**src/rtl/apb_pkg.sv**
```systemverilog
// apb_pkg: shared FSM state type, width helpers and command constants for the APB master bridge
package apb_pkg;
    typedef enum logic [1:0] {IDLE, SETUP, ACCESS, DECERR} state_t;
    localparam logic RW_READ = 1'b1;
    function automatic int sel_w(input int num_slaves);
        return $clog2(num_slaves);
    endfunction
    function automatic int strb_w(input int data_w);
        return data_w / 8;
    endfunction
endpackage

```
**src/rtl/apb_slave_decoder.sv**
```systemverilog
// apb_slave_decoder: maps the top address bits to a slave index and one-hot select
// Ports: i_addr (address) -> o_idx (slave index), o_sel (one-hot, 0 on error), o_decode_err (index out of range)
module apb_slave_decoder
    import apb_pkg::*;
#(
    parameter int ADDR_W     = 9,
    parameter int NUM_SLAVES = 2
) (
    input  logic [ADDR_W-1:0]           i_addr,
    output logic [sel_w(NUM_SLAVES)-1:0] o_idx,
    output logic [NUM_SLAVES-1:0]       o_sel,
    output logic                        o_decode_err
);
    localparam int SW = sel_w(NUM_SLAVES);
    assign o_idx        = i_addr[ADDR_W-1 -: SW];
    assign o_decode_err = 32'(o_idx) >= NUM_SLAVES;
    assign o_sel        = o_decode_err ? '0 : {{(NUM_SLAVES-1){1'b0}}, 1'b1} << o_idx;
endmodule

```
**src/rtl/apb_master_bridge.sv**
```systemverilog
// apb_master_bridge: single-command user interface to an APB4 bus with address-decoded PSEL, waits, PSTRB, decode error and PREADY timeout
// Ports: PCLK/PRESETn; command side transfer, READ_WRITE, apb_write_paddr, apb_read_paddr, apb_write_data, apb_write_strb,
//        cmd_ready, rsp_valid, apb_read_data_out, PSLVERR; bus side PADDR, PWRITE, PWDATA, PSTRB, PSEL, PENABLE, s_prdata, s_pready, s_pslverr
module apb_master_bridge
    import apb_pkg::*;
#(
    parameter int ADDR_W         = 9,
    parameter int DATA_W         = 8,
    parameter int NUM_SLAVES     = 2,
    parameter int TIMEOUT_CYCLES = 16
) (
    input  logic                         PCLK,
    input  logic                         PRESETn,
    input  logic                         transfer,
    input  logic                         READ_WRITE,
    input  logic [ADDR_W-1:0]            apb_write_paddr,
    input  logic [ADDR_W-1:0]            apb_read_paddr,
    input  logic [DATA_W-1:0]            apb_write_data,
    input  logic [strb_w(DATA_W)-1:0]    apb_write_strb,
    output logic                         cmd_ready,
    output logic                         rsp_valid,
    output logic [DATA_W-1:0]            apb_read_data_out,
    output logic                         PSLVERR,
    output logic [ADDR_W-1:0]            PADDR,
    output logic                         PWRITE,
    output logic [DATA_W-1:0]            PWDATA,
    output logic [strb_w(DATA_W)-1:0]    PSTRB,
    output logic [NUM_SLAVES-1:0]        PSEL,
    output logic                         PENABLE,
    input  logic [NUM_SLAVES*DATA_W-1:0] s_prdata,
    input  logic [NUM_SLAVES-1:0]        s_pready,
    input  logic [NUM_SLAVES-1:0]        s_pslverr
);
    localparam int SW   = sel_w(NUM_SLAVES);
    localparam int TO_W = TIMEOUT_CYCLES > 2 ? $clog2(TIMEOUT_CYCLES) : 1;
    state_t              r_state, w_state_nxt;
    logic [SW-1:0]       r_idx, w_idx;
    logic [NUM_SLAVES-1:0] w_sel;
    logic                w_decerr, w_rdy, w_to, w_done, w_err, w_load, w_read;
    logic [ADDR_W-1:0]   w_addr;
    logic [TO_W-1:0]     r_cnt;
    assign w_read    = READ_WRITE == RW_READ;
    assign w_addr    = w_read ? apb_read_paddr : apb_write_paddr;
    assign w_rdy     = s_pready[r_idx];
    assign w_to      = (TIMEOUT_CYCLES != 0) && (r_cnt == TO_W'(TIMEOUT_CYCLES - 1)) && !w_rdy;
    assign cmd_ready = (r_state == IDLE) || (r_state == ACCESS && w_rdy);
    assign w_load    = transfer && cmd_ready;
    apb_slave_decoder #(.ADDR_W(ADDR_W), .NUM_SLAVES(NUM_SLAVES)) u_dec (
        .i_addr       (w_addr),
        .o_idx        (w_idx),
        .o_sel        (w_sel),
        .o_decode_err (w_decerr)
    );
    // DECERR spans two cycles (r_cnt 0 then 1) so a decode error keeps the
    // same 2-cycle accept-to-response latency as a zero-wait transfer.
    always_comb begin
        w_state_nxt = r_state;
        w_done      = 1'b0;
        w_err       = 1'b0;
        case (r_state)
            SETUP: w_state_nxt = ACCESS;
            ACCESS: begin
                w_done      = w_rdy || w_to;
                w_err       = w_rdy ? s_pslverr[r_idx] : 1'b1;
                w_state_nxt = w_done ? IDLE : ACCESS;
            end
            DECERR: begin
                w_done      = r_cnt[0];
                w_err       = 1'b1;
                w_state_nxt = r_cnt[0] ? IDLE : DECERR;
            end
            default: w_state_nxt = IDLE;
        endcase
        if (w_load) w_state_nxt = w_decerr ? DECERR : SETUP;
    end
    always_ff @(posedge PCLK or negedge PRESETn) begin
        if (!PRESETn) begin
            r_state           <= IDLE;
            r_idx             <= '0;
            r_cnt             <= '0;
            PADDR             <= '0;
            PWRITE            <= 1'b0;
            PWDATA            <= '0;
            PSTRB             <= '0;
            PSEL              <= '0;
            PENABLE           <= 1'b0;
            rsp_valid         <= 1'b0;
            PSLVERR           <= 1'b0;
            apb_read_data_out <= '0;
        end else begin
            r_state   <= w_state_nxt;
            r_cnt     <= (w_state_nxt == r_state && r_state != IDLE) ? r_cnt + 1'b1 : '0;
            rsp_valid <= w_done;
            PENABLE   <= w_state_nxt == ACCESS;
            PSEL      <= w_load ? w_sel : (w_done ? '0 : PSEL);
            if (w_done) begin
                PSLVERR <= w_err;
                if (!PWRITE) apb_read_data_out <= w_err ? '0 : s_prdata[r_idx*DATA_W +: DATA_W];
            end
            if (w_load) begin
                r_idx  <= w_idx;
                PADDR  <= w_addr;
                PWRITE <= !w_read;
                PWDATA <= w_read ? '0 : apb_write_data;
                PSTRB  <= w_read ? '0 : apb_write_strb;
            end
        end
    end
endmodule

```
**config.mk**
```make
export PLATFORM = sky130hd
export DESIGN_NAME = apb_master_bridge
export DESIGN_NICKNAME = d
export VERILOG_FILES = /design/src/rtl/apb_pkg.sv /design/src/rtl/apb_slave_decoder.sv /design/src/rtl/apb_master_bridge.sv
export SDC_FILE = /design/constraint.sdc
export NUM_CORES = 1
export LEC_CHECK = 0
export CORE_UTILIZATION = 37
export CTS_CLUSTER_DIAMETER = 40
export CTS_CLUSTER_SIZE = 10
export DETAILED_ROUTE_END_ITERATION = 8
export PLACE_DENSITY = 0.75
export SLEW_MARGIN = 20
export SYNTH_ARGS = -nofsm -noshare
export SYNTH_HDL_FRONTEND = slang
export SYNTH_SLANG_ARGS = --single-unit
```
**constraint.sdc**
```tcl
create_clock -name PCLK -period 1.5 [get_ports PCLK]
set_input_delay 0.15 -clock PCLK [delete_from_list [all_inputs] [get_ports PCLK]]
set_output_delay 0.15 -clock PCLK [all_outputs]
set_load 0.005 [all_outputs]
```
==> Yosys cells after proc, flatten, opt, wreduce, memory -nomap -nowiden <==
Cells that the tools add are included.
{ "word_totals": {"regBits": 39, "latchBits": 0, "ram_bits": 0, "rom_bits": 0, "input_bits": 51, "out_inout_bits": 33, "memories": 0} }
{ "classes": {"addsub": 1, "n_mul": 0, "div": 0, "order_cmp": 1, "n_eq_ne": 6, "n_shift": 2, "muxes": 18, "bitwise": 1, "n_reduce_logical": 12} }
{ "ops": {"columns": ["operator", "n"], "rows": [
  ["$mux W8", 2],
  ["$shiftx A16 B5 Y8", 1],
  ["$mux W2", 5],
  ["$mux W9", 1],
  ["$eq A2 B2 Y1 const B", 3],
  ["$mux W1", 6],
  ["$pmux W2 S3", 1],
  ["$add A4 B1 Y4 const B", 1],
  ["$eq A4 B4 Y1 const B", 1],
  ["$logic_and A1 B1 Y1", 4],
  ["$mux W4", 1],
  ["$pmux W1 S2", 2],
  ["$reduce_bool A2 Y1", 2],
  ["$eq A2 B1 Y1 const B", 1],
  ["$eq A2 B2 Y1", 1],
  ["$logic_not A1 Y1", 2],
  ["$logic_not A2 Y1", 1],
  ["$logic_or A1 B1 Y1", 2],
  ["$lt A1 B2 Y1 const B", 1],
  ["$reduce_and A2 Y1", 1],
  ["$shl A1 B1 Y2 const A", 1],
  ["$not A1 Y1", 1]
]} }

==> Longest topological paths before layout <==
Gate-level depths: netlist (run 1).
{ "depth": {"depth_word": 11, "ltp_mapped": 4, "depth_no_buf": 4} }

==> By module <==
From an unflattened synthesis (run 1), not the netlist that was laid out.
{ "unflattened": {"cells_unflattened": 170, "area_unflattened_um2": 2014.4} }
{ "modules_own_cells": {"columns": ["mod", "instances", "cells_each", "area_per_inst_um2"], "rows": [
  ["apb_master_bridge", 1, 165, 1984.4],
  ["apb_slave_decoder", 1, 5, 30.0]
]} }

==> Worst setup path after synthesis (run 1) <==
OpenSTA, ideal clock, no wires.
{ "synth_timing": {"kind": "register -> register", "startpoint": "register PADDR[8] (netlist name)", "endpoint": "register PADDR[2]", "setup_ns": 0.125, "arrival_time_ns": 1.302, "required_ns": 1.375, "path_slack_ns": 0.073, "path_stages_with_launch": 5, "path_buffers": 1, "cell_sequence": "dfrtp_1 -> mux2i_4 -> a21oi_2 -> buf_4 -> mux2_2"} }
{ "synth_rtl": {"columns": ["element", "line", "rtl"], "rows": [
  ["to (signal assigned)", "apb_master_bridge.sv:102", "PADDR <= w_addr;"],
  ["to (decl)", "apb_master_bridge.sv:24", "output logic [ADDR_W-1:0] PADDR,"]
]} }

==> results of run 1 <==
power breakdown:
group / total (mW) / switching, mW / internal [mW] / leakage (nW)
Sequential: 1.78 / 0.301 / 1.48 / 0.477
Clock: 0.730 / 0.359 / 0.371 / 0.0482
Combinational: 2.49 / 0.850 / 1.64 / 0.768
Total: 5.00 / 1.51 / 3.49 / 1.29
sequential cells by signal (all words and copies together) (netlist names):
signal,cells
PSLVERR,1
PADDR,9
r_state,2
PSEL,2
PWDATA,8
rsp_valid,1
PSTRB,1
apb_read_data_out,8
PENABLE,1
r_cnt,4
PWRITE,1
cell usage in the layout (no fill, tap or decap), types with 5 or more instances in the layout:
master / n
buf_4: 21
clkbuf_8: 6
clkdlybuf4s50_1: 80
dfrtp_1: 36
inv_1: 13
mux2_2: 27
mux2i_1: 12
nor2_1: 5
nor2b_1: 10
o32ai_1: 8
worst max-delay path by stage:
stage                         startpoint                               end  cells after the start
floorplan           PADDR[8]$_DFFE_PN0P_              PADDR[2]$_DFFE_PN0P_                      4
global placement             s_pready[1]  apb_read_data_out[4]$_DFFE_PN0P_                      5
detailed placement           s_pready[0]  apb_read_data_out[0]$_DFFE_PN0P_                      5
CTS                 PADDR[8]$_DFFE_PN0P_             PWDATA[0]$_DFFE_PN0P_                      4
global route        PADDR[8]$_DFFE_PN0P_              PADDR[2]$_DFFE_PN0P_                      4
finish              PADDR[8]$_DFFE_PN0P_             PWDATA[0]$_DFFE_PN0P_                      4
repair_timing:
item / in CTS / in global routing
setup buffers: 1 / 0
cloned: 0 / 0
pin swaps: 1 / 2
endpoints found under the setup margin: 30 / 29
hold buffers: 1 / 0
resized for setup: 10 / 5
hold endpoints to repair: 13 / 0
layer usage:
metal,share of wire,GRT usage
met5,0,0
met3,0.067,0.05387
met2,0.49,0.3025
met1,0.43,0.2021
met4,0.0076,0.05882
layout make-up:
type / instances / area [sq um]
multi-input cells: 93 / 865.8
clock inverters: 1 / 5.005
flip-flops and latches: 38 / 953.4
inverters: 13 / 48.80
clock buffers: 7 / 86.33
fillers: 400 / 1715
well taps: 67 / 83.83
repair buffers: 107 / 1027
cells by family after synthesis:
group | synth area share
multiplexers | 0.2396
buffers and inverters | 0.05168
AND/OR/NAND/NOR | 0.09464
XOR/XNOR | 0.009398
AO/OA/AOI/OAI | 0.08793
adder cells (fa/ha/maj) | 0.006710
flip-flops | 0.5101
Yosys cell counts:
cell and count:
dfrtp_1 38, mux2_2 27, inv_1 13, mux2i_1 12, nor2b_1 10, o32ai_1 8
nor2_1 5, buf_4 4, a21oi_1 2, buf_2 2, clkbuf_1 2, nand2_1 2
nand2b_1 2, o21ai_0 2, o21bai_1 2, o221ai_1 2, or3_1 2, a21boi_0 1
a21oi_2 1, and2_1 1, ha_1 1, mux2i_4 1, nand3_1 1, nand4_1 1
nand4b_1 1, nor3_2 1, nor3b_1 1, nor4b_1 1, nor4bb_1 1, o2111ai_1 1
o211ai_1 1, o31a_1 1, xnor2_1 1, xor2_1 1
per-stage QoR:
| stage | power, mW | hold WS [ns] | util | area [sq um] | setup WS (ns) |
|---|---|---|---|---|---|
| floorplan | 2.834 | -0.1456 | - | 1864 | 0.07310 |
| global placement | 4.196 | 0.07280 | 0.6094 | 2917 | -0.1880 |
| detailed placement | 4.233 | 0.06872 | 0.6094 | 2917 | -0.2861 |
| CTS | 5.034 | 0.3026 | 0.6379 | 3053 | 0.005246 |
| global route | 5.336 | 0.3368 | 0.6416 | 3070 | -0.02019 |
| finish | 5.002 | 0.2902 | 0.6416 | 3070 | 0.01211 |
==> out/qor.txt, run 1 <==
Area contributors post-synth = dfrtp_1 (51%), mux2_2 (16%), mux2i_1 (6.4%)
H-tree levels = 2
Layout cells sized above 1 = 0.2741
Final ANT Viol Nets = 0
Via count = 1546
Synth Instances = 152
DP Cell Count = 316
Seq cells post-synth = 38
CP arrival = 1.66 ns
Rel. slew slack = 0.7761
Cell taking the most area after synthesis = dfrtp_1
Synthesized area per cell = 12.27 sq um
Height of the die = 72.99 um
Worst hold path class = primary input to asynchronous set/reset pin
Max Slew Vio Count = 0
TritonRoute pass-1 iters = 4
GP Congestion = 0.7201
PD cells = 1629 mW/mm^2
Ant. Diodes = 0
Area share of the largest cell type after synthesis = 0.5101
Run status = finished clean
Clk_skew = 0.007131 ns
Crit path buffers/inverters = 1
Crit path required time = 1.67 ns
Number of global-route vias before repair = 1595
Sequential share of the synthesized area = 0.5101
CTS Sinks = 38
Initial Utilization = 0.3895
Reg2reg setup slack = 0.01 ns
Leakage = 1.294 nW
Largest net degree at the start of global routing = 21
CTS tree = yes
Setup CP Type = flop to flop
Crit Path Max Fanout = 20
Synth warn = 0
Row cnt = 25
Critical path's top delay family = multiplexers
Tightest Pin Transition = 0.3359 ns
Fmax = 672.1 MHz
Avg Vias per Cell = 4.742
CTS max path bufs = 2
Distinct cell type count after synthesis = 34
Fin nets = 310
Worst Reg-to-Reg Cells = 4
Max-Cap Viols = 0
Drt total wl = 4229 um
Worst skew pair latency = 0.29 ns
Synthesized net count = 204
RSZ-0062 raised after global routing = true
DRT iter0 DRCs = 88
Max stage delay cell, worst path = dfrtp_2
Worst Setup End Kind = flop
Fin cells = 326
Wire per inst = 12.97 um
Clk root buf = clkbuf_8
R2r endpoint = PWDATA[0]$_DFFE_PN0P_
Area growth from synthesis to layout = 64.70%
Num ports = 84
Port-buffer cells = 83
Dpl hpwl = 3182 um
Tmin final = 1.488 ns
CP peak stage delay = 0.44 ns
Remaining Overflow, GRT = 0
TritonCTS Buffers = 5
Fin. Hold Viols = 0
Final setup fails = 0
CP Launch Type = flop
R2r startpoint = PADDR[8]$_DFFE_PN0P_
Final setup TNS = 0 ns
Peak VDD IR = 0.0009022 V
DRC = 0
Cell Chain, Critical Path = mux2i_4 -> a21oi_2 -> buf_12 -> mux2_2
Mapped Area = 0.001864 sq mm
First-pass GRT wire length = 7162 um
Core area = 0.004786 sq mm
CTS clk-pin slew, worst paths = 0.08 ns
Die W = 72.99 um
Final worst path period share = 0.9919
Initial antenna violation count = 0
DIE AREA = 0.005327 sq mm
Global Route Usage Sum = 0.1738
(Power assumes the default switching activity.)
==> run 2, diff against run 1 <==
--- a/config.mk
+++ b/config.mk
@@ -10,7 +10,6 @@
 export CTS_CLUSTER_SIZE = 10
 export DETAILED_ROUTE_END_ITERATION = 8
 export PLACE_DENSITY = 0.75
-export SLEW_MARGIN = 20
 export SYNTH_ARGS = -nofsm -noshare
 export SYNTH_HDL_FRONTEND = slang
 export SYNTH_SLANG_ARGS = --single-unit
==> results of run 2 <==
The final DEF is identical to that of run 1; final timing and power are the same.
==> run 3, diff against run 2 <==
--- a/config.mk
+++ b/config.mk
@@ -6,7 +6,7 @@
 export NUM_CORES = 1
 export LEC_CHECK = 0
 export CORE_UTILIZATION = 37
-export CTS_CLUSTER_DIAMETER = 40
+export CTS_CLUSTER_DIAMETER = 100
 export CTS_CLUSTER_SIZE = 10
 export DETAILED_ROUTE_END_ITERATION = 8
 export PLACE_DENSITY = 0.75
==> results of run 3 <==
The final DEF is identical to that of run 1; final timing and power are the same.
